==> src/rtl/seg_msg_sequencer.sv <==
// Steps a seven-segment display through a fixed message table, driven by a
// debounced push-button and/or a rate-selectable auto-advance timer.
module seg_msg_sequencer #(
    parameter int                   MSG_LEN   = 14,
    parameter logic [8*MSG_LEN-1:0] MSG       = 112'h0E3E157E5F0E3E5F0E7E154F5B80,
    parameter int                   DB_CYCLES = 16,
    parameter int                   DIV_BASE  = 1000000,
    localparam int                  IDX_W     = (MSG_LEN > 1) ? $clog2(MSG_LEN) : 1
) (
    input  logic             clk,
    input  logic             rst_n,
    input  logic             step_in,
    input  logic             mode_auto,
    input  logic             dir,
    input  logic             pause,
    input  logic [1:0]       rate,
    output logic [7:0]       seg_out,
    output logic [IDX_W-1:0] index,
    output logic             wrap
);

    localparam int DB_W  = $clog2(DB_CYCLES);
    localparam int PRE_W = $clog2(DIV_BASE) + 4;

    localparam logic [DB_W-1:0]  DB_LAST  = DB_W'(DB_CYCLES - 1);
    localparam logic [IDX_W-1:0] IDX_LAST = IDX_W'(MSG_LEN - 1);

    logic [7:0] msg_rom [MSG_LEN];

    for (genvar gi = 0; gi < MSG_LEN; gi++) begin : g_rom
        assign msg_rom[gi] = MSG[8*gi +: 8];
    end

    logic             sync1_q, sync1_d;
    logic             sync2_q, sync2_d;
    logic             db_q, db_d;
    logic             db_prev_q, db_prev_d;
    logic [DB_W-1:0]  db_cnt_q, db_cnt_d;
    logic [PRE_W-1:0] pre_cnt_q, pre_cnt_d;
    logic [IDX_W-1:0] index_q, index_d;
    logic [7:0]       seg_q, seg_d;
    logic             wrap_q, wrap_d;

    logic             step_ev;
    logic             tick;
    logic             advance;
    logic             at_end;
    logic [PRE_W-1:0] period_m1;

    // Debounce: db only follows q2 after DB_CYCLES consecutive disagreeing samples.
    always_comb begin
        sync1_d   = step_in;
        sync2_d   = sync1_q;
        db_prev_d = db_q;
        db_d      = db_q;
        db_cnt_d  = db_cnt_q;
        if (sync2_q == db_q) begin
            db_cnt_d = '0;
        end else if (db_cnt_q == DB_LAST) begin
            db_d     = sync2_q;
            db_cnt_d = '0;
        end else begin
            db_cnt_d = db_cnt_q + DB_W'(1);
        end
    end

    assign step_ev = db_q & ~db_prev_q;

    // Using >= rather than == makes a rate decrease mid-period tick at once.
    assign period_m1 = (PRE_W'(DIV_BASE) << rate) - PRE_W'(1);
    assign tick      = mode_auto & ~pause & (pre_cnt_q >= period_m1);

    always_comb begin
        pre_cnt_d = pre_cnt_q;
        if (!mode_auto || step_ev) begin
            pre_cnt_d = '0;
        end else if (!pause) begin
            pre_cnt_d = tick ? '0 : pre_cnt_q + PRE_W'(1);
        end
    end

    assign advance = step_ev | tick;
    assign at_end  = dir ? (index_q == '0) : (index_q == IDX_LAST);

    always_comb begin
        index_d = index_q;
        wrap_d  = 1'b0;
        if (advance) begin
            wrap_d = at_end;
            if (dir) begin
                index_d = at_end ? IDX_LAST : index_q - IDX_W'(1);
            end else begin
                index_d = at_end ? '0 : index_q + IDX_W'(1);
            end
        end
        seg_d = msg_rom[index_d];
    end

    always_ff @(posedge clk) begin
        if (!rst_n) begin
            sync1_q   <= 1'b0;
            sync2_q   <= 1'b0;
            db_q      <= 1'b0;
            db_prev_q <= 1'b0;
            db_cnt_q  <= '0;
            pre_cnt_q <= '0;
            index_q   <= '0;
            seg_q     <= MSG[7:0];
            wrap_q    <= 1'b0;
        end else begin
            sync1_q   <= sync1_d;
            sync2_q   <= sync2_d;
            db_q      <= db_d;
            db_prev_q <= db_prev_d;
            db_cnt_q  <= db_cnt_d;
            pre_cnt_q <= pre_cnt_d;
            index_q   <= index_d;
            seg_q     <= seg_d;
            wrap_q    <= wrap_d;
        end
    end

    assign seg_out = seg_q;
    assign index   = index_q;
    assign wrap    = wrap_q;

endmodule

==> config.mk <==
export PLATFORM = sky130hd
export DESIGN_NAME = seg_msg_sequencer
export DESIGN_NICKNAME = d
export VERILOG_FILES = /design/src/rtl/seg_msg_sequencer.sv
export SDC_FILE = /design/constraint.sdc
export NUM_CORES = 1
export LEC_CHECK = 0
export ABC_CLOCK_PERIOD_IN_PS = 4400
export BUFFER_PORTS_ARGS = -buffer_cell sky130_fd_sc_hd__buf_2
export CAP_MARGIN = 20
export CORE_UTILIZATION = 55
export DETAILED_ROUTE_END_ITERATION = 10
export GPL_TIMING_DRIVEN = 0
export PLACE_DENSITY_LB_ADDON = 0.2
export SYNTH_ARGS = -nofsm -noshare
export SYNTH_HDL_FRONTEND = slang
export SYNTH_SLANG_ARGS = --single-unit
==> constraint.sdc <==
create_clock -name clk -period 4.4 [get_ports clk]
set_input_delay 0.22 -clock clk [delete_from_list [all_inputs] [get_ports clk]]
set_output_delay 0.22 -clock clk [all_outputs]
set_load 0.005 [all_outputs]
==> summary.md <==
| Metric | Value |
|---|---|
| Netlist cell types | `47` |
| Pwr Total | `0.000707 W` |
| Crit path max fanout | `7` |
| Die Footprint | `4980 um^2` |
| Grt ovf | `0` |
| FILL cells | `383` |
| CP max-delay cell | `or4_1` |
| Critical path launch point type | `input pin` |
| Layout cells sized above 1 | `between 10 and 15%` |
| Maxcap violations | `0` |
| Port buffer count | `18` |
| Failing checks | `DRC` |
| Routability cong. | `0.821` |
| Fin Setup TNS | `0 ns` |
| Final setup vio count | `0` |
| RSZ-0062 raised after global routing | `no` |
| Arrival time worst endpoint | `3.65 ns` |
| Htree depth | `2` |
| PostCTS Resize Cnt | `0` |
| Synth area leaders | `dfxtp_1 34%, ha_1 16%, nor2_1 6.4%, xor2_1 5.1%, nand3_1 4.3%` |
| Delay of the slowest cell on the worst path | `0.53 ns` |
| Number of flops mapped to enable cells by yosys | `0` |
| Root Buffer | `clkbuf_8` |
| DRC viols | `3` |
| Endpoint type of the worst setup path | `register` |
| Ys async rst share | `0%` |
| Main synth FF type | `dfxtp_1` |
| DIE WIDTH | `70.6 um` |
| Vias in the first global route | `1950` |
| Hold Crit Class | `in2reg` |
| Worst-margin pin slew | `approximately 0.65 ns` |
| HPWL Detailed | `3710 um` |
| CTS Hold Bufs | `0` |
| Gr usage total | `a little over a fifth` |
| Post-synth top area share | `approximately 34%` |
| Switch share | `23.6%` |
| Clock-pin slew on the worst setup and hold paths | `0.08 ns` |
| Chip height | `70.6 um` |
| CP required | `between 4 and 5 ns` |
| Clk sinks | `between 40 and 50` |
| Core ar. | `4440 um^2` |
| Clock share of power | `37.9%` |
| Yosys reg bits | `44` |
| Period Utilization, post-route | `78.4%` |
| # nets final | `371` |
| Leak | `1.19 nW` |
| DRT Pass-1 Iters | `7` |
| Sw Pwr | `between 0.00015 and 0.0002 W` |
| Antenna violations before repair | `0` |
| Seq pwr share | `56.7%` |
| Wirelength per Cell | `12.9 um` |
| Sequential-to-total area share from yosys stat | `~34%` |
| Worst Clk Skew | `0.00678 ns` |
| Fin. Hold Viols | `0` |
| Post-Syn Instances | `approximately 300` |
| Mapped Avg Cell Area | `8.54 um^2` |
| Area Overhead vs Synth | `9.91%` |
| Most used cell, CP | `ha_1` |
| Fmax | `290 MHz` |
| Routed vias/inst | `5.52` |
| Post-Syn Area | `2590 um^2` |
| Critical path class | `in2reg` |
| CTS max path bufs | `2` |
| Peak supply drop | `between 0.15 and 0.2 mV` |
| Largest net degree at the start of global routing | `15` |
| I/O pin cnt | `21` |
| Tmin final | `~3.4 ns` |
| Slew headroom | `between 50% and 60%` |
| Commonest cells after routing, fill and taps aside | `44 x nor2_1, 44 x dfxtp_1, 34 x ha_1` |
| Crit path cell chain | `buf_2 > inv_1 > ha_1 > nand3_1 > nor3_1 > ha_1 > a21oi_1 > o21ai_1 > a221oi_2 > o21ai_1 > or2_1 > buf_6 > a21oi_2 > inv_1 > ha_1 > or4_1 > o31ai_1` |
| Synth area leader | `dfxtp_1` |
| Final ANT Viol Nets | `0` |
| Max-slew violation count | `0` |
| CTS tree | `built` |
| Detailed Route Iter0 Violations | `81` |
| Status | `complete, but fails checks` |
| Combinational share of power | `5.5%` |
| Yosys warns | `0` |
| Power Internal | `0.000540 W` |
| Routed WL | `4910 um` |
| Clk_lat worst skew | `around 0.30 ns` |
| PwrDens | `249 nW/um^2` |
| Cell Rows | `24` |
| Starting Density | `58.2%` |
| Antenna cells | `0` |
| Post-CTS setup buffers | `0` |
| CTS buffer count | `5` |
| Vias | `2109` |
| First-pass GRT wire length | `8560 um` |
## cell families after synthesis
logic type / share of synthesized area, %
adder cells (fa/ha/maj): 16.4
AND/OR/NAND/NOR: 22.6
XOR/XNOR: 9.14
flip-flops: 34.0
other: 0.145
AO/OA/AOI/OAI: 11.5
multiplexers: 1.74
buffers and inverters: 4.35
## metal layers
metal  vias up  track usage, %  part of all wire (%)
li1       1085               -                     -
met1       980            26.3                    46
met2        35            38.7                    49
met3         9            3.70                   3.4
met4         0            6.89                   1.8
met5         -               0                     0
## critical path, delay by kind of cell
family                   cells  cell delay [ns]
AND/OR/NAND/NOR              4             1.00
adder cells (fa/ha/maj)      3             0.83
buffers and inverters        4             0.51
AO/OA/AOI/OAI                6             1.07
## through the flow
| step | utilization, % | hold slack [ns] | instance area, um^2 | instances | worst slack [ns] |
|---|---|---|---|---|---|
| after floorplan | - | 0.347 | 2590 | 304 | 1.23 |
| after global placement | 61.8 | 0.413 | 2750 | 374 | 0.682 |
| after global routing | 64.0 | 0.118 | 2840 | 382 | 0.605 |
| final | 64.0 | 0.129 | 2840 | 382 | 0.951 |
| after CTS | 64.0 | 0.119 | 2840 | 382 | 0.944 |
| after detailed placement | 61.8 | 0.422 | 2750 | 374 | 0.646 |
## power groups by stage
stage	Sequential (W)	Combinational [W]	Clock [W]
final	0.000401	0.0000388	0.000268
after global routing	0.000401	0.0000444	0.000292
after CTS	0.000401	0.0000392	0.000279
after detailed placement	0.000410	0.0000388	0
after global placement	0.000410	0.0000372	0
after floorplan	0.000410	0.0000266	0
## synthesized netlist by cell type (all sizes together) (3+ instances only)
master,instances
dfxtp,44
a311o,3
a21oi,12
nand4,6
nand2,23
nor3,7
xor2,15
o21ai,9
nand2b,3
inv,18
and3,3
nand3,23
clkbuf,7
mux2i,3
xnor2,12
a21o,3
nor2,44
a31oi,4
and2,3
ha,34
## state kept, by name, summed over array words and instances, names as in the netlist
signal and cells:
sync2_q 1, db_prev_q 1, db_cnt_q 4, seg_out 7, pre_cnt_q 24, wrap 1, sync1_q 1, index 4
db_prev_d 1
## final cells by class
cell class	instances	area [um^2]	share of cell area, %
tap	52	65.1	2.29
clock buffer	6	82.6	2.90
sequential	44	881	31.0
buffer	9	45.0	1.58
multi-input combinational	233	1600	56.2
timing repair buffer	18	90.1	3.17
clock inverter	2	15.0	0.528
inverter	18	67.6	2.38
## path summary, 6_finish.rpt
kind	start	to	slack, ns	cells past startpoint
setup / recovery	rate[0]	seg_out[5]	0.95	17
hold / removal	step_in	sync1_q	0.13	2
setup reg to reg	pre_cnt_q[13]	seg_out[5]	1.18	12
hold reg to reg	sync1_q	sync2_q	0.44	1
No activity file was read; power rests on OpenSTA's default activity.
